[config.mk]
export PLATFORM = sky130hd
export DESIGN_NAME = ahb_lite_fabric
export DESIGN_NICKNAME = d
export VERILOG_FILES = /design/src/rtl/ahb_pkg.sv /design/src/rtl/ahb_default_slave.sv /design/src/rtl/ahb_lite_fabric.sv
export SDC_FILE = /design/constraint.sdc
export NUM_CORES = 1
export LEC_CHECK = 0
export ABC_CLOCK_PERIOD_IN_PS = 2100
export BUFFER_PORTS_ARGS = -buffer_cell sky130_fd_sc_hd__buf_2
export CAP_MARGIN = 20
export CORE_AREA = 2 2 283 285
export DETAILED_ROUTE_END_ITERATION = 8
export DIE_AREA = 0 0 285 287
export GPL_TIMING_DRIVEN = 0
export PLACE_DENSITY = 0.3
export REMOVE_ABC_BUFFERS = 1
export SLEW_MARGIN = 30
export SYNTH_ARGS = -nofsm -noshare
export SYNTH_HDL_FRONTEND = slang
export SYNTH_SLANG_ARGS = --single-unit
[constraint.sdc]
create_clock -name HCLK -period 2.1 [get_ports HCLK]
set_clock_uncertainty 0.1 [all_clocks]
set_input_delay 0.42 -clock HCLK [delete_from_list [all_inputs] [get_ports HCLK]]
set_output_delay 0.42 -clock HCLK [all_outputs]
set_load 0.02 [all_outputs]
[src/rtl/ahb_pkg.sv]
// Shared AHB-Lite encodings and the default-slave state type for the fabric.
package ahb_pkg;

  localparam logic [1:0] TRANS_IDLE   = 2'b00;
  localparam logic [1:0] TRANS_BUSY   = 2'b01;
  localparam logic [1:0] TRANS_NONSEQ = 2'b10;
  localparam logic [1:0] TRANS_SEQ    = 2'b11;

  localparam logic RESP_OKAY  = 1'b0;
  localparam logic RESP_ERROR = 1'b1;

  typedef enum logic [1:0] {
    StIdle,
    StErr1,
    StErr2
  } dflt_state_e;

endpackage

[src/rtl/ahb_default_slave.sv]
// Built-in slave for unmapped addresses: two-cycle ERROR response and a
// saturating count of the errors it has issued.
module ahb_default_slave
  import ahb_pkg::*;
(
  input  logic        clk,
  input  logic        rst,
  input  logic        accept,
  output logic        ready,
  output logic        resp,
  output logic [15:0] err_count
);

  dflt_state_e state_q;

  always_ff @(posedge clk or posedge rst) begin
    if (rst) begin
      state_q   <= StIdle;
      ready     <= 1'b1;
      resp      <= RESP_OKAY;
      err_count <= 16'h0000;
    end else begin
      unique case (state_q)
        StIdle: begin
          if (accept) begin
            state_q <= StErr1;
            ready   <= 1'b0;
            resp    <= RESP_ERROR;
          end
        end
        StErr1: begin
          state_q <= StErr2;
          ready   <= 1'b1;
          resp    <= RESP_ERROR;
          if (err_count != 16'hFFFF) begin
            err_count <= err_count + 16'h0001;
          end
        end
        StErr2: begin
          // ERR2 drives HREADY high, so a new unmapped transfer may start here
          if (accept) begin
            state_q <= StErr1;
            ready   <= 1'b0;
            resp    <= RESP_ERROR;
          end else begin
            state_q <= StIdle;
            ready   <= 1'b1;
            resp    <= RESP_OKAY;
          end
        end
        default: begin
          state_q <= StIdle;
          ready   <= 1'b1;
          resp    <= RESP_OKAY;
        end
      endcase
    end
  end

endmodule

[src/rtl/ahb_lite_fabric.sv]
// Single-master AHB-Lite interconnect: address decode onto NSLAVES ports plus a
// default slave, data-phase tracking and a combinational return-path mux.
module ahb_lite_fabric
  import ahb_pkg::*;
#(
  parameter int unsigned           NSLAVES = 2,
  parameter int unsigned           WORDS   = 4,
  // Slave i occupies bits [32*i +: 32]; slave 1 is the upper word here.
  parameter logic [NSLAVES*32-1:0] BASE    = {32'h2000_0000, 32'h0000_0000},
  parameter logic [NSLAVES*32-1:0] MASK    = {32'hE000_0000, 32'hE000_0000}
) (
  input  logic                          HCLK,
  input  logic                          HRESET,
  input  logic [31:0]                   HADDR,
  input  logic                          HWRITE,
  input  logic [1:0]                    HTRANS,
  input  logic [WORDS*32-1:0]           HWDATA,
  output logic [WORDS*32-1:0]           HRDATA,
  output logic                          HREADY,
  output logic                          HRESP,
  output logic [NSLAVES-1:0]            HSEL_S,
  output logic [31:0]                   HADDR_S,
  output logic                          HWRITE_S,
  output logic [1:0]                    HTRANS_S,
  output logic [WORDS*32-1:0]           HWDATA_S,
  output logic                          HREADY_S,
  input  logic [NSLAVES*WORDS*32-1:0]   HRDATA_S,
  input  logic [NSLAVES-1:0]            HREADYOUT_S,
  input  logic [NSLAVES-1:0]            HRESP_S,
  output logic [15:0]                   ERRCOUNT
);

  localparam int unsigned DW    = WORDS * 32;
  localparam int unsigned IDX_W = (NSLAVES > 1) ? $clog2(NSLAVES) : 1;

  logic [NSLAVES-1:0] match;
  logic [NSLAVES-1:0] win;
  logic [NSLAVES:0]   below;
  logic               hit;
  logic [IDX_W-1:0]   hit_idx;

  logic               dp_active_q;
  logic               dp_dflt_q;
  logic [IDX_W-1:0]   dp_idx_q;

  logic [NSLAVES-1:0] own;
  logic [DW-1:0]      rd_term [NSLAVES];

  logic               dflt_ready;
  logic               dflt_resp;
  logic               dflt_accept;

  assign HADDR_S  = HADDR;
  assign HWRITE_S = HWRITE;
  assign HTRANS_S = HTRANS;
  assign HWDATA_S = HWDATA;
  assign HREADY_S = HREADY;

  // below[i] is set when any lower-index region matched, giving lowest-index priority
  assign below[0] = 1'b0;

  for (genvar i = 0; i < NSLAVES; i++) begin : g_dec
    assign match[i]     = (HADDR & MASK[32*i +: 32]) == BASE[32*i +: 32];
    assign below[i+1]   = below[i] | match[i];
    assign win[i]       = match[i] & ~below[i];
    assign HSEL_S[i]    = win[i] & HTRANS[1];
  end

  assign hit = below[NSLAVES];

  always_comb begin
    hit_idx = '0;
    for (int i = 0; i < NSLAVES; i++) begin
      if (win[i]) begin
        hit_idx = IDX_W'(i);
      end
    end
  end

  always_ff @(posedge HCLK or posedge HRESET) begin
    if (HRESET) begin
      dp_active_q <= 1'b0;
      dp_dflt_q   <= 1'b0;
      dp_idx_q    <= '0;
    end else if (HREADY) begin
      dp_active_q <= HTRANS[1];
      dp_dflt_q   <= ~hit;
      dp_idx_q    <= hit_idx;
    end
  end

  assign dflt_accept = HREADY & HTRANS[1] & ~hit;

  ahb_default_slave u_default_slave (
    .clk       (HCLK),
    .rst       (HRESET),
    .accept    (dflt_accept),
    .ready     (dflt_ready),
    .resp      (dflt_resp),
    .err_count (ERRCOUNT)
  );

  for (genvar i = 0; i < NSLAVES; i++) begin : g_mux
    assign own[i]     = dp_active_q & ~dp_dflt_q & (dp_idx_q == IDX_W'(i));
    assign rd_term[i] = own[i] ? HRDATA_S[i*DW +: DW] : '0;
  end

  always_comb begin
    HRDATA = '0;
    HREADY = 1'b1;
    HRESP  = RESP_OKAY;
    for (int i = 0; i < NSLAVES; i++) begin
      HRDATA = HRDATA | rd_term[i];
    end
    if (|own) begin
      HREADY = |(own & HREADYOUT_S);
      HRESP  = |(own & HRESP_S);
    end else if (dp_active_q && dp_dflt_q) begin
      HREADY = dflt_ready;
      HRESP  = dflt_resp;
    end
  end

endmodule

==> impl_metrics.tcl <==
set metrics [dict create \
    final_layout_size_suffix_gt1_frac 0.7299 \
    final_util 0.1000 \
    final.setup.tns_ns -59.18 \
    p_per_area_nw_per_um2 872.8 \
    synth_area_per_cell_sq_um 8.491 \
    wirelength_um 66700 \
    tritoncts "yes" \
    critPathMostFrequentCell "buf_8" \
    vias 5330 \
    core_area_sq_um 78610 \
    grt_start_max_net_pins 27 \
    intPower_mw 3.844 \
    yosysSeqAreaShare 0.1580 \
    cp-start-kind "flop" \
    route.detailed.drc 0 \
    vias_per_cell 2.978 \
    p_comb_frac 0.833 \
    synth_warnings 0 \
    wl_met1_um 18810 \
    route.met3.wl_um 16420 \
    port_buffers 418 \
    final_cell_mix "buf_2 (288), buf_6 (133), a22o_1 (117)" \
    drv_slew 0 \
    cts-root-buf "clkbuf_16" \
    io_pins 737 \
    path_clk_slew_ns 0.07 \
    layout.nets 1160 \
    drtAntennaViolNets 0 \
    fmax_mhz 350.1 \
    detail_route.wl_per_cell_um 37.26 \
    crit_slowest_cell "dfrtp_2" \
    synthTopCellsByArea "buf_4 (34%), a22o_1 (31%), dfrtp_1 (15%)" \
    grtUsageTotal 0.1548 \
    slew_headroom 0.6056 \
    cp.arrival_ns 2.34 \
    crit_chain "nor3b_4 -> buf_6 -> buf_8 -> buf_8 -> buf_8 -> buf_8 -> buf_8 -> buf_8 -> buf_12 -> buf_8 -> a22o_4 -> buf_6" \
    worst_pin_slew_ns 0.5916 \
    cp_top_family "buffers and inverters" \
    htree_levels 1 \
    status "finished, violations left" \
    drtIter0Drc 296 \
    rsz0062_at_grt "true" \
    place.gp.congestion 0.8212 \
    critical_path_class "reg -> out" \
    cts_hold_buffers 0 \
    violations "negative setup slack" \
    fin_ws_ns -0.7562 \
    synthCells 430 \
    top_layer "met5" \
    numCtsBuffers 3 \
    hold_path.class "in -> async" \
    hold_viol_final 0 \
    ys_types 43 \
    cp_data_required_time_ns 1.58 \
    crit_fanout 6 \
    dp_hpwl_um 59090 \
    grt_pass1_vias 5102 \
    mostFrequentLayoutCell "buf_2" \
    setup_viol_count_final 131 \
    grt_pass1_wl_um 77200 \
    clkPwrFrac 0.064 \
    crit_buf_inv 10 \
    ys_ff_latch 23 \
    netlist.area_leader.share 0.3372 \
    synthesis.area_sq_um 3651 \
    start_util 0.04644 \
    insertion_delay_ns 0.26 \
    max_stage_delay_ns 0.42 \
    wl_met2_um 29170 \
    pwr-share-seq 0.103 \
    grt_overflow 0 \
    dr.pass1.iters 4 \
    cts_sinks 23 \
    endpoint_kind "output port" \
    synth_top_cell_by_area "buf_4" \
    p_leak_nw 3.563 \
    die_h_um 287 \
    switching_power_mw 3.020 \
    irDropWorstVdd_mv 0.2927 \
    post-route-period-util 1.360 \
    min_period_ns 2.856 \
    antenna_found_initial 44 \
    clockBufferDepth 2 \
    dieArea_sq_um 81800 \
    rows 103 \
    maxCapViolCount 0 \
    syn_to_final_growth_pct 115.4 \
    switching_share 0.4400 \
    die_w_um 285 \
]
worst reg2reg max path, stage by stage, from the launching register on:
cell     delay (ns)
dfrtp_2        0.44
buf_6          0.14
buf_8          0.13
mux2_4         0.32
o21ai_4        0.15
nand2_2        0.11
buf_4          0.14
buf_4          0.13
a31o_2         0.22
area by class of cell:
class | count | area [sq um]
Fill cell | 9115 | 70750
Timing Repair Buffer | 491 | 3978
Multi-Input combinational cell | 212 | 1882
Tap cell | 1050 | 1314
Sequential cell | 23 | 583.1
Clock buffer | 3 | 75.07
Antenna cell | 7 | 17.52
Inverter | 3 | 11.26
Clock inverter | 1 | 5.005
flip-flops by register name, indices dropped and copies added (netlist names):
register                   cells
dp_idx_q                       1
dp_active_q                    1
u_default_slave.err_count     16
u_default_slave.resp           1
dp_dflt_q                      1
u_default_slave.ready          1
u_default_slave.state_q        2
Yosys cell counts (all sizes together):
cell type	number
and2	1
a31o	1
nor3b	1
and3	2
or3	1
mux2	5
xor2	7
nand4	4
nor4b	2
ha	1
nand3	5
and4b	1
o21ai	5
o21a	1
buf	184
a41oi	1
nand2b	1
mux2i	2
dfrtp	22
a22o	128
inv	3
a21oi	3
dfstp	1
nand2	13
nor3	5
o21bai	2
nor2	7
clkbuf	8
nor4	5
a41o	1
nor2b	1
or2	2
a21boi	1
xnor2	2
a2111oi	1
worst paths after layout:
kind,from,endpoint,slack [ns],depth (start not counted)
worst max-delay path,dp_active_q,HRDATA[97],-0.76,12
worst min-delay path,HRESET,dp_idx_q,0.10,2
worst max register to register,dp_idx_q,dp_idx_q,0.12,8
worst min register to register,u_default_slave.err_count[9],u_default_slave.err_count[9],0.42,1
max in group asynchronous,HRESET,u_default_slave.err_count[1],1.36,2
min in group HCLK,HTRANS[1],dp_active_q,0.34,3
what timing repair did:
| action | 4_1_cts | 5_1_grt |
|---|---|---|
| resized for setup | 308 | 57 |
| pin swaps | 55 | 36 |
| setup endpoints to repair | 135 | 138 |
| buffers inserted | 38 | 16 |
| cloned | 10 | 1 |
metrics by stage:
stage | setup WS [ns] | hold WS [ns] | std cells | area [sq um] | power (mW)
2_1_floorplan | -6.713 | 0.3212 | 238 | 2296 | 2.161
3_3_place_gp | -11.90 | 0.4059 | 1706 | 5702 | 2.845
3_5_place_dp | -1.419 | 0.4125 | 1724 | 5961 | 4.458
4_1_cts | -0.7538 | 0.1149 | 1774 | 7627 | 6.598
5_1_grt | -0.7910 | 0.1402 | 1787 | 7858 | 7.224
6_report | -0.7562 | 0.1026 | 1790 | 7865 | 6.865
power groups by stage:
| stage | Clock, mW | Combinational [mW] | Sequential, mW |
|---|---|---|---|
| after CTS | 0.474 | 5.42 | 0.705 |
| after global routing | 0.484 | 6.02 | 0.724 |
| after global placement | 0 | 2.11 | 0.732 |
| after detailed placement | 0 | 3.72 | 0.737 |
| final | 0.442 | 5.72 | 0.705 |
| after floorplan | 0 | 1.44 | 0.723 |
routing by layer:
layer / vias to the layer above / GRT usage
li1: 2046 / -
met1: 2372 / 0.1291
met2: 780 / 0.2422
met3: 108 / 0.1738
met4: 24 / 0.02788
met5: - / 0.05640
cell families (layout without fill, tap and decap cells):
family,count (synthesis),count (layout),synth area share
DFF,23,23,0.1580
buffers and inverters,195,498,0.3742
muxes,7,7,0.02090
AOI/OAI and AO/OA,144,144,0.3389
and+or+nand+nor,51,51,0.08294
xor gates and xnor gates,9,9,0.02159
other,0,7,0
adders and majority gates,1,1,0.003426
Power figures use the tool's default switching activity.
